<file path="src/rtl/mult_div_unit.sv">
// Iterative multiply/divide unit with HI/LO registers: one result bit per clock,
// shift-add multiply and restoring divide on magnitudes with a final sign fix-up.
module mult_div_unit #(
  parameter int WIDTH = 32
) (
  input  logic             clock,
  input  logic             reset,
  input  logic             start,
  input  logic [1:0]       op,
  input  logic [WIDTH-1:0] a,
  input  logic [WIDTH-1:0] b,
  input  logic             hi_we,
  input  logic             lo_we,
  input  logic [WIDTH-1:0] wdata,
  input  logic             flush,
  output logic             busy,
  output logic             done,
  output logic             div_by_zero,
  output logic [WIDTH-1:0] hi,
  output logic [WIDTH-1:0] lo
);

  localparam int CW = $clog2(WIDTH) + 1;

  typedef enum logic {IDLE, RUN} state_t;

  state_t              state, state_next;
  logic [CW-1:0]       count;
  logic [2*WIDTH:0]    acc, acc_step;
  logic [WIDTH:0]      rem, rem_step;
  logic [WIDTH-1:0]    opnd;
  logic                is_div, neg_q, neg_r, b_zero;
  logic                accept, last;

  logic                sgn, sa, sb;
  logic [WIDTH-1:0]    abs_a, abs_b;
  logic [WIDTH:0]      mul_sum;
  logic [WIDTH+1:0]    div_diff;
  logic [2*WIDTH-1:0]  prod, prod_fin;
  logic [WIDTH-1:0]    quo, quo_fin, rem_fin;

  assign busy = (state == RUN);

  always_comb begin
    state_next = state;
    accept     = 1'b0;
    last       = 1'b0;
    case (state)
      IDLE: if (start && !flush) begin
        accept     = 1'b1;
        state_next = RUN;
      end
      RUN: begin
        if (flush) begin
          state_next = IDLE;
        end else if (count == CW'(1)) begin
          last       = 1'b1;
          state_next = IDLE;
        end
      end
      default: state_next = IDLE;
    endcase
  end

  always_comb begin
    sgn   = ~op[0];
    sa    = sgn & a[WIDTH-1];
    sb    = sgn & b[WIDTH-1];
    abs_a = sa ? -a : a;
    abs_b = sb ? -b : b;

    // Multiply: acc = {spare, product-high, multiplier/product-low}; add then shift right.
    mul_sum  = {1'b0, acc[2*WIDTH-1:WIDTH]} + (acc[0] ? {1'b0, opnd} : '0);
    // Divide: acc low half shifts dividend bits out and quotient bits in.
    div_diff = {rem, acc[WIDTH-1]} - {2'b00, opnd};

    if (is_div) begin
      acc_step = {acc[2*WIDTH:WIDTH], acc[WIDTH-2:0], ~div_diff[WIDTH+1]};
      rem_step = div_diff[WIDTH+1] ? {rem[WIDTH-1:0], acc[WIDTH-1]} : div_diff[WIDTH:0];
    end else begin
      acc_step = {1'b0, mul_sum, acc[WIDTH-1:1]};
      rem_step = rem;
    end

    prod     = acc_step[2*WIDTH-1:0];
    prod_fin = neg_q ? -prod : prod;
    quo      = acc_step[WIDTH-1:0];
    quo_fin  = b_zero ? '1 : (neg_q ? -quo : quo);
    rem_fin  = neg_r ? -rem_step[WIDTH-1:0] : rem_step[WIDTH-1:0];
  end

  always_ff @(posedge clock) begin
    if (reset) begin
      state       <= IDLE;
      hi          <= '0;
      lo          <= '0;
      done        <= 1'b0;
      div_by_zero <= 1'b0;
      count       <= '0;
      acc         <= '0;
      rem         <= '0;
      opnd        <= '0;
      is_div      <= 1'b0;
      neg_q       <= 1'b0;
      neg_r       <= 1'b0;
      b_zero      <= 1'b0;
    end else begin
      state       <= state_next;
      done        <= 1'b0;
      div_by_zero <= 1'b0;
      if (state == IDLE) begin
        if (hi_we) hi <= wdata;
        if (lo_we) lo <= wdata;
      end
      if (accept) begin
        is_div <= op[1];
        neg_q  <= sa ^ sb;
        neg_r  <= sa;
        b_zero <= op[1] && (b == '0);
        opnd   <= op[1] ? abs_b : abs_a;
        acc    <= {{(WIDTH+1){1'b0}}, (op[1] ? abs_a : abs_b)};
        rem    <= '0;
        count  <= CW'(WIDTH);
      end else if (state == RUN && !flush) begin
        acc   <= acc_step;
        rem   <= rem_step;
        count <= count - CW'(1);
        if (last) begin
          done        <= 1'b1;
          div_by_zero <= b_zero;
          if (is_div) begin
            hi <= rem_fin;
            lo <= quo_fin;
          end else begin
            hi <= prod_fin[2*WIDTH-1:WIDTH];
            lo <= prod_fin[WIDTH-1:0];
          end
        end
      end
    end
  end

endmodule
</file>
<file path="config.mk">
export PLATFORM = sky130hd
export DESIGN_NAME = mult_div_unit
export DESIGN_NICKNAME = d
export VERILOG_FILES = /design/src/rtl/mult_div_unit.sv
export SDC_FILE = /design/constraint.sdc
export NUM_CORES = 1
export LEC_CHECK = 0
export ABC_AREA = 1
export CAP_MARGIN = 20
export CORE_ASPECT_RATIO = 1.1
export CORE_MARGIN = 8
export CORE_UTILIZATION = 38
export CTS_CLUSTER_DIAMETER = 80
export DETAILED_ROUTE_END_ITERATION = 16
export PLACE_DENSITY = 0.61
export SYNTH_ARGS = -nofsm -noshare
export SYNTH_HDL_FRONTEND = slang
export SYNTH_SLANG_ARGS = --single-unit
</file>
<file path="constraint.sdc">
create_clock -name clock -period 5.45 [get_ports clock]
set_input_delay 1.635 -clock clock [delete_from_list [all_inputs] [get_ports clock]]
set_output_delay 1.635 -clock clock [all_outputs]
set_load 0.01 [all_outputs]
</file>
==> impl_metrics.py, run 1 <==
metrics = {
    "power": {
        "p_leak_nw": 11.7,
        "powerDensity_mw_per_mm2": 222,
        "max-vdd-ir-drop_uv": 214,
        "total_power_w": 0.00512,
    },
    "setup_path": {
        "rrSetupSlack_ps": 440,
        "slowest_stage": "a211oi_1",
        "crit_type": "register to register",
        "critPathLaunch": "opnd[24]",
        "path_max_fanout": 13,
        "reg2regPathDepth": 29,
        "cp_common_cell": "nand2_1",
        "slowest_delay_ps": 430,
        "cp.arrival_ps": 5460,
        "reg2reg_from": "opnd[24]",
        "worstSetupEndpointType": "register",
        "startpoint_type": "register",
        "crit_path_end": "hi[20]",
        "cp.required_ps": 5900,
        "r2r-end": "hi[20]",
    },
    "global_route": {
        "grt_pass1_wl_um": 130000,
        "grt_max_degree": 111,
        "grtUsageMet3": 0.0376,
        "grtUsageMet1": 0.362,
        "grt_util_met2": 0.445,
        "grt_overflow_total": 0,
        "grt_pass1_vias": 21244,
        "antenna_found_initial": 3,
        "busiest_layer": "met2",
        "track_usage": 0.280,
    },
    "die": {
        "initial_core_util": 0.382,
        "die_y_um": 256,
        "die_w_um": 235,
        "io_pins": 171,
        "die-area_mm2": 0.0601,
        "fp-row-count": 88,
        "core_area_mm2": 0.0522,
    },
    "final_layout": {
        "fin_nets": 3667,
        "fillCellCount": 5770,
        "fin_cells": 4187,
        "area_growth_pct": 15.8,
        "drive_above_1_share": 0.0712,
        "final_area_mm2": 0.0231,
        "fin_util": 0.443,
    },
    "logic_synthesis": {
        "synthFlopType": "dfxtp_1",
        "synth_edf_count": 0,
        "synthCells": 3387,
        "syn-cell-area_mm2": 0.0200,
        "synth_warnings": 0,
        "syn_avg_cell_area_um2": 5.89,
        "yosysSeqAreaShare": 0.207,
        "synth-seq-cells": 206,
        "yosys.cell_types.count": 64,
        "syn-num-nets": 3563,
        "async_flop_share": 0,
    },
    "detailed_routing": {
        "num_vias": 22573,
        "dr.pass1.iters": 7,
        "drc": 0,
        "wl_per_cell_um": 20.8,
        "ant_nets": 0,
        "via_per_inst": 5.39,
        "drt-total-wl_um": 87100,
        "drtIter0Drc": 2031,
    },
    "clock_network": {
        "cts_tree": "yes",
        "h-tree-depth": 1,
        "clkSinkCount": 206,
        "cts_resized": 0,
        "cts_buffers": 29,
        "root_buffer": "clkbuf_16",
        "post_cts_buffers": 0,
        "cts.clk_slew.worst_paths_ps": 60,
        "cts.hold.buffers_added": 0,
        "clock_latency_ps": 580,
        "ctsLongestPathBuffers": 3,
    },
    "run_status": {
        "status": "finished clean",
    },
    "place": {
        "placed_area_mm2": 0.0222,
        "dp_cells": 4135,
        "place_congestion": 1.00,
        "io_buffers": 170,
        "dp_hpwl_um": 70400,
    },
    "timing": {
        "rsz0062_at_grt": "false",
        "hold_viol_final": 0,
        "slew_violations": 0,
        "relSlewSlack": 0.322,
        "fin_skew_ps": 21.1,
        "setup_tns_ps": 0,
        "finalCriticalPeriod_ps": 5010,
        "finalSetupViolCount": 0,
        "worst_pin_slew_ps": 1010,
        "fin_crit_sh": 0.919,
        "clock.fmax_mhz": 200,
    },
    "hold_path": {
        "hold_path_class": "register to register",
    },
    "flow_run": {
        "drv_cap": 0,
    },
}
cell usage after synthesis, drive strengths merged (25+ instances only):
master	number	area, um2
nand2	894	3490
inv	523	1960
nor2	374	1500
o21ai	277	1410
a21oi	236	1230
nand3	209	1150
dfxtp	206	4120
clkbuf	86	327
ha	70	876
xor2	63	552
nor3	53	275
buf	50	343
nand4	50	332
o211ai	36	270
xnor2	27	236
mux2	25	282
cell families (layout without fill, tap and decap cells):
kind of cell             after synthesis  after routing  synth area share
AO/OA/AOI/OAI                        680            680             0.196
flip-flops                           206            206             0.207
multiplexers                          44             44            0.0236
other                                  0              1                 0
XOR/XNOR                              90             90            0.0395
buffers and inverters                663            787             0.133
AND/OR/NAND/NOR                     1632           1632             0.356
adder cells (fa/ha/maj)               72             72            0.0459
routing by layer:
layer  up-vias  share of wire
met5         -        0.00028
met4         4          0.063
met3       203          0.062
met2       813           0.45
met1     10337           0.43
li1      11216              -
critical path, delay by kind of cell (launching register included):
| kind | cells | cell delay (ps) |
|---|---|---|
| compound gates | 5 | 1130 |
| buf+inv | 5 | 390 |
| simple gates | 17 | 2490 |
| flops | 1 | 360 |
| fa+ha+maj | 2 | 510 |
cell usage in the layout (no fill, tap or decap), types with 13 or more instances in the layout:
cell type | synthesis | final
a21oi_1 | 228 | 228
a22oi_1 | 15 | 15
a31oi_1 | 22 | 22
buf_4 | 6 | 38
clkbuf_16 | 0 | 29
clkdlybuf4s50_1 | 0 | 169
dfxtp_1 | 206 | 204
ha_1 | 70 | 70
inv_1 | 503 | 503
inv_2 | 20 | 20
mux2_2 | 25 | 25
mux2i_1 | 19 | 19
nand2_1 | 862 | 861
nand2_2 | 23 | 24
nand3_1 | 191 | 190
nand3_2 | 16 | 17
nand3b_1 | 21 | 21
nand4_1 | 47 | 47
nor2_1 | 349 | 345
nor2_2 | 19 | 20
nor3_1 | 51 | 51
o211ai_1 | 36 | 36
o21a_1 | 13 | 13
o21ai_0 | 245 | 245
o21ai_1 | 26 | 26
o221ai_1 | 15 | 15
or2_2 | 15 | 15
xnor2_1 | 27 | 27
xor2_1 | 63 | 63
where the power goes:
group	leakage (nW)	switching, W	internal [W]	total, W
clock	0.458	0.000800	0.00113	0.00193
sequential	1.68	0.0000661	0.00158	0.00165
combinational	9.56	0.00102	0.000522	0.00155
total	11.7	0.00189	0.00323	0.00512
flip-flops by register name, indices dropped and copies added (netlist names):
signal and flops:
rem 33, done 1, neg_r 1, b_zero 1
opnd 32, hi 32, neg_q 1, is_div 1
busy 1, lo 32, div_by_zero 1, count 6
acc 64
layout make-up:
class / count / area (um2) / share of cell area
Timing Repair Buffer: 209 / 2000 / 0.0866
Inverter: 527 / 1980 / 0.0856
Sequential cell: 206 / 4130 / 0.179
Multi-Input combinational cell: 2518 / 13200 / 0.572
Clock inverter: 13 / 143 / 0.00617
Clock buffer: 38 / 800 / 0.0346
Tap cell: 675 / 845 / 0.0365
Antenna cell: 1 / 2.50 / 0.000108
how the worst min path moves through the flow:
stage / start / to / slack, ps / cells past startpoint
detailed placement: acc[63] / acc[63] / 470 / 2
floorplan: opnd[14] / opnd[14] / 450 / 2
finish: acc[63] / acc[63] / 480 / 2
global route: count[0] / count[0] / 500 / 2
CTS: acc[63] / acc[63] / 480 / 2
global placement: opnd[14] / opnd[14] / 460 / 2
per-stage QoR:
| step | worst slack [ps] | hold slack, ps |
|---|---|---|
| floorplan | 1750 | 448 |
| global placement | 580 | 464 |
| detailed placement | 498 | 468 |
| CTS | 520 | 476 |
| global route | 52.5 | 498 |
| finish | 439 | 480 |
Note: power is estimated with default switching activity, not from simulation.
==> run 2: changes to the inputs <==
- CORE_MARGIN: 8 -> not set
- CORE_UTILIZATION: 38 -> 25
- PLACE_DENSITY: 0.61 -> 0.46
- SKIP_LAST_GASP: not set -> 1
==> run 2 against run 1 <==
  * Clock-buffer cell count is 1 lower
  * Global-route usage decreased by 5.4 points
  * Via count is 0.34% higher
  * Setup slack improved by 120 ps
  * Cell area up 2.9%
  * Worst hold slack better by 10 ps
  * Critical path depth increased by 2
  * Cell count grew 9.1%
  * First-iteration DRC count is 6.4% higher
==> impl_metrics.py, run 2 (same netlist as run 1, synthesis figures left out) <==
metrics = {
    "run_status": {
        "status": "finished clean",
    },
    "setup_path": {
        "cp.required_ps": 5980,
        "reg2reg_from": "opnd[21]",
        "slowest_delay_ps": 550,
        "startpoint_type": "register",
        "path_max_fanout": 13,
        "r2r-end": "hi[30]",
        "rrSetupSlack_ps": 560,
        "reg2regPathDepth": 31,
        "worstSetupEndpointType": "register",
        "cp.arrival_ps": 5430,
        "slowest_stage": "dfxtp_1",
        "crit_type": "register to register",
        "cp_common_cell": "nand2_1",
        "critPathLaunch": "opnd[21]",
    },
    "global_route": {
        "track_usage": 0.227,
        "antenna_found_initial": 1,
        "grt_overflow_total": 0,
        "grt_pass1_vias": 20872,
        "grt_pass1_wl_um": 138000,
        "grt_max_degree": 73,
    },
    "final_layout": {
        "fillCellCount": 9083,
        "mostFrequentLayoutCell": "nand2_1",
        "seq_area_mm2": 0.00413,
        "area_growth_pct": 19.1,
        "antennaDiodeCount": 0,
        "top_register": "acc",
        "mostFrequentLayoutCells": "nand2_1 (861), inv_1 (503), nor2_1 (345)",
        "drive_above_1_share": 0.0755,
        "reg_top3": "acc: 64 flops, rem: 33 flops",
        "largest_register_ffs": 64,
        "fin_nets": 3676,
        "multi_input_area_mm2": 0.0132,
    },
    "timing": {
        "finalSetupViolCount": 0,
        "setup_tns_ps": 0,
        "worst_pin_slew_ps": 1140,
        "rsz0062_at_grt": "false",
        "finalCriticalPeriod_ps": 4890,
        "slew_violations": 0,
        "relSlewSlack": 0.239,
        "fin_skew_ps": 34.6,
        "fin_crit_sh": 0.898,
        "hold_viol_final": 0,
        "clock.fmax_mhz": 204,
    },
    "detailed_routing": {
        "num_vias": 22650,
        "via_per_inst": 4.96,
        "drc": 0,
        "drtIter0Drc": 2160,
        "drt-total-wl_um": 95100,
        "wl_per_cell_um": 20.8,
        "dr.pass1.iters": 7,
        "ant_nets": 0,
    },
    "place": {
        "dp_hpwl_um": 76300,
        "place_congestion": 0.972,
        "io_buffers": 170,
    },
    "clock_network": {
        "cts_tree": "yes",
        "ctsLongestPathBuffers": 3,
        "cts.clk_slew.worst_paths_ps": 60,
        "cts_buffers": 31,
        "post_cts_buffers": 0,
        "clkSinkCount": 206,
        "root_buffer": "clkbuf_16",
        "cts.hold.buffers_added": 0,
        "cts_resized": 0,
        "clock_latency_ps": 610,
        "h-tree-depth": 1,
    },
    "hold_path": {
        "hold_depth": 2,
        "worstHoldStart": "count[0]",
        "hold_path_class": "register to register",
        "min_to": "count[0]",
    },
    "die": {
        "io_pins": 171,
        "die_w_um": 271,
        "die_y_um": 298,
        "core_area_mm2": 0.0789,
        "die-area_mm2": 0.0810,
        "fp-row-count": 108,
        "initial_core_util": 0.253,
    },
    "power": {
        "power_frac_comb": 0.292,
        "internal-power_w": 0.00343,
        "max-vdd-ir-drop_uv": 311,
        "total_power_w": 0.00542,
        "powerDensity_mw_per_mm2": 228,
        "pwr-share-clk": 0.403,
        "p_leak_nw": 11.8,
        "seq_power_share": 0.305,
        "p_switching_w": 0.00200,
        "switching_share": 0.368,
    },
    "flow_run": {
        "drv_cap": 0,
    },
}
-- run 2: cell types whose count changed in the layout (fill, tap and decap cells not counted), sizes merged --
| cell | change |
|---|---|
| buf | +7 |
| clkinv | +2 |
| diode | -1 |
| clkinvlp | +1 |
| bufinv | +3 |
| inv | +2 |
| clkbuf | -1 |
-- run 2: final cells by class --
| class | instances | area share |
|---|---|---|
| multi-input cells | 2518 | 0.556 |
| flip-flops and latches | 206 | 0.174 |
| repair buffers | 216 | 0.0868 |
| inverters | 527 | 0.0832 |
| well taps | 1045 | 0.0550 |
| clock buffers | 37 | 0.0344 |
| clock inverters | 21 | 0.0110 |
-- run 2: layer usage --
layer	GRT usage	wire, um	vias up
li1	-	-	11224
met1	0.324	44500	10559
met2	0.365	42800	766
met3	0.0174	5180	101
met4	0.0585	2600	0
met5	0	0	-
-- run 2: stage by stage --
stage / cells / cell area, um2 / hold WS [ps] / worst slack (ps) / util
final: 4570 / 23800 / 490 / 556 / 0.301
after global routing: 4570 / 23800 / 507 / 90.4 / 0.301
after CTS: 4569 / 23800 / 482 / 594 / 0.301
after detailed placement: 4511 / 22700 / 473 / 630 / 0.288
after global placement: 4511 / 22700 / 464 / 701 / 0.288
after floorplan: 3387 / 20000 / 448 / 1750 / -
-- run 2: worst max-delay path by stage --
stage	to	slack (ps)	cells past startpoint
after floorplan	opnd[30]	1750	16
after global placement	hi[24]	700	26
after detailed placement	hi[28]	630	32
after CTS	hi[28]	590	32
after global routing	hi[28]	90	32
final	hi[30]	560	31
-- run 2: critical path, delay by kind of cell (launching register included) --
family	cells	cell delay [ps]
AOI/OAI and AO/OA	1	150
adders and majority gates	2	520
DFF	1	550
buffers and inverters	3	210
and+or+nand+nor	25	3380
-- run 2: power groups by stage --
stage                     registers [W]  clock network, W  logic, W
after CTS                       0.00165           0.00222   0.00157
after detailed placement        0.00169                 0   0.00156
after global routing            0.00166           0.00227   0.00173
after global placement          0.00168                 0   0.00157
after floorplan                 0.00167                 0  0.000987
final                           0.00165           0.00219   0.00158
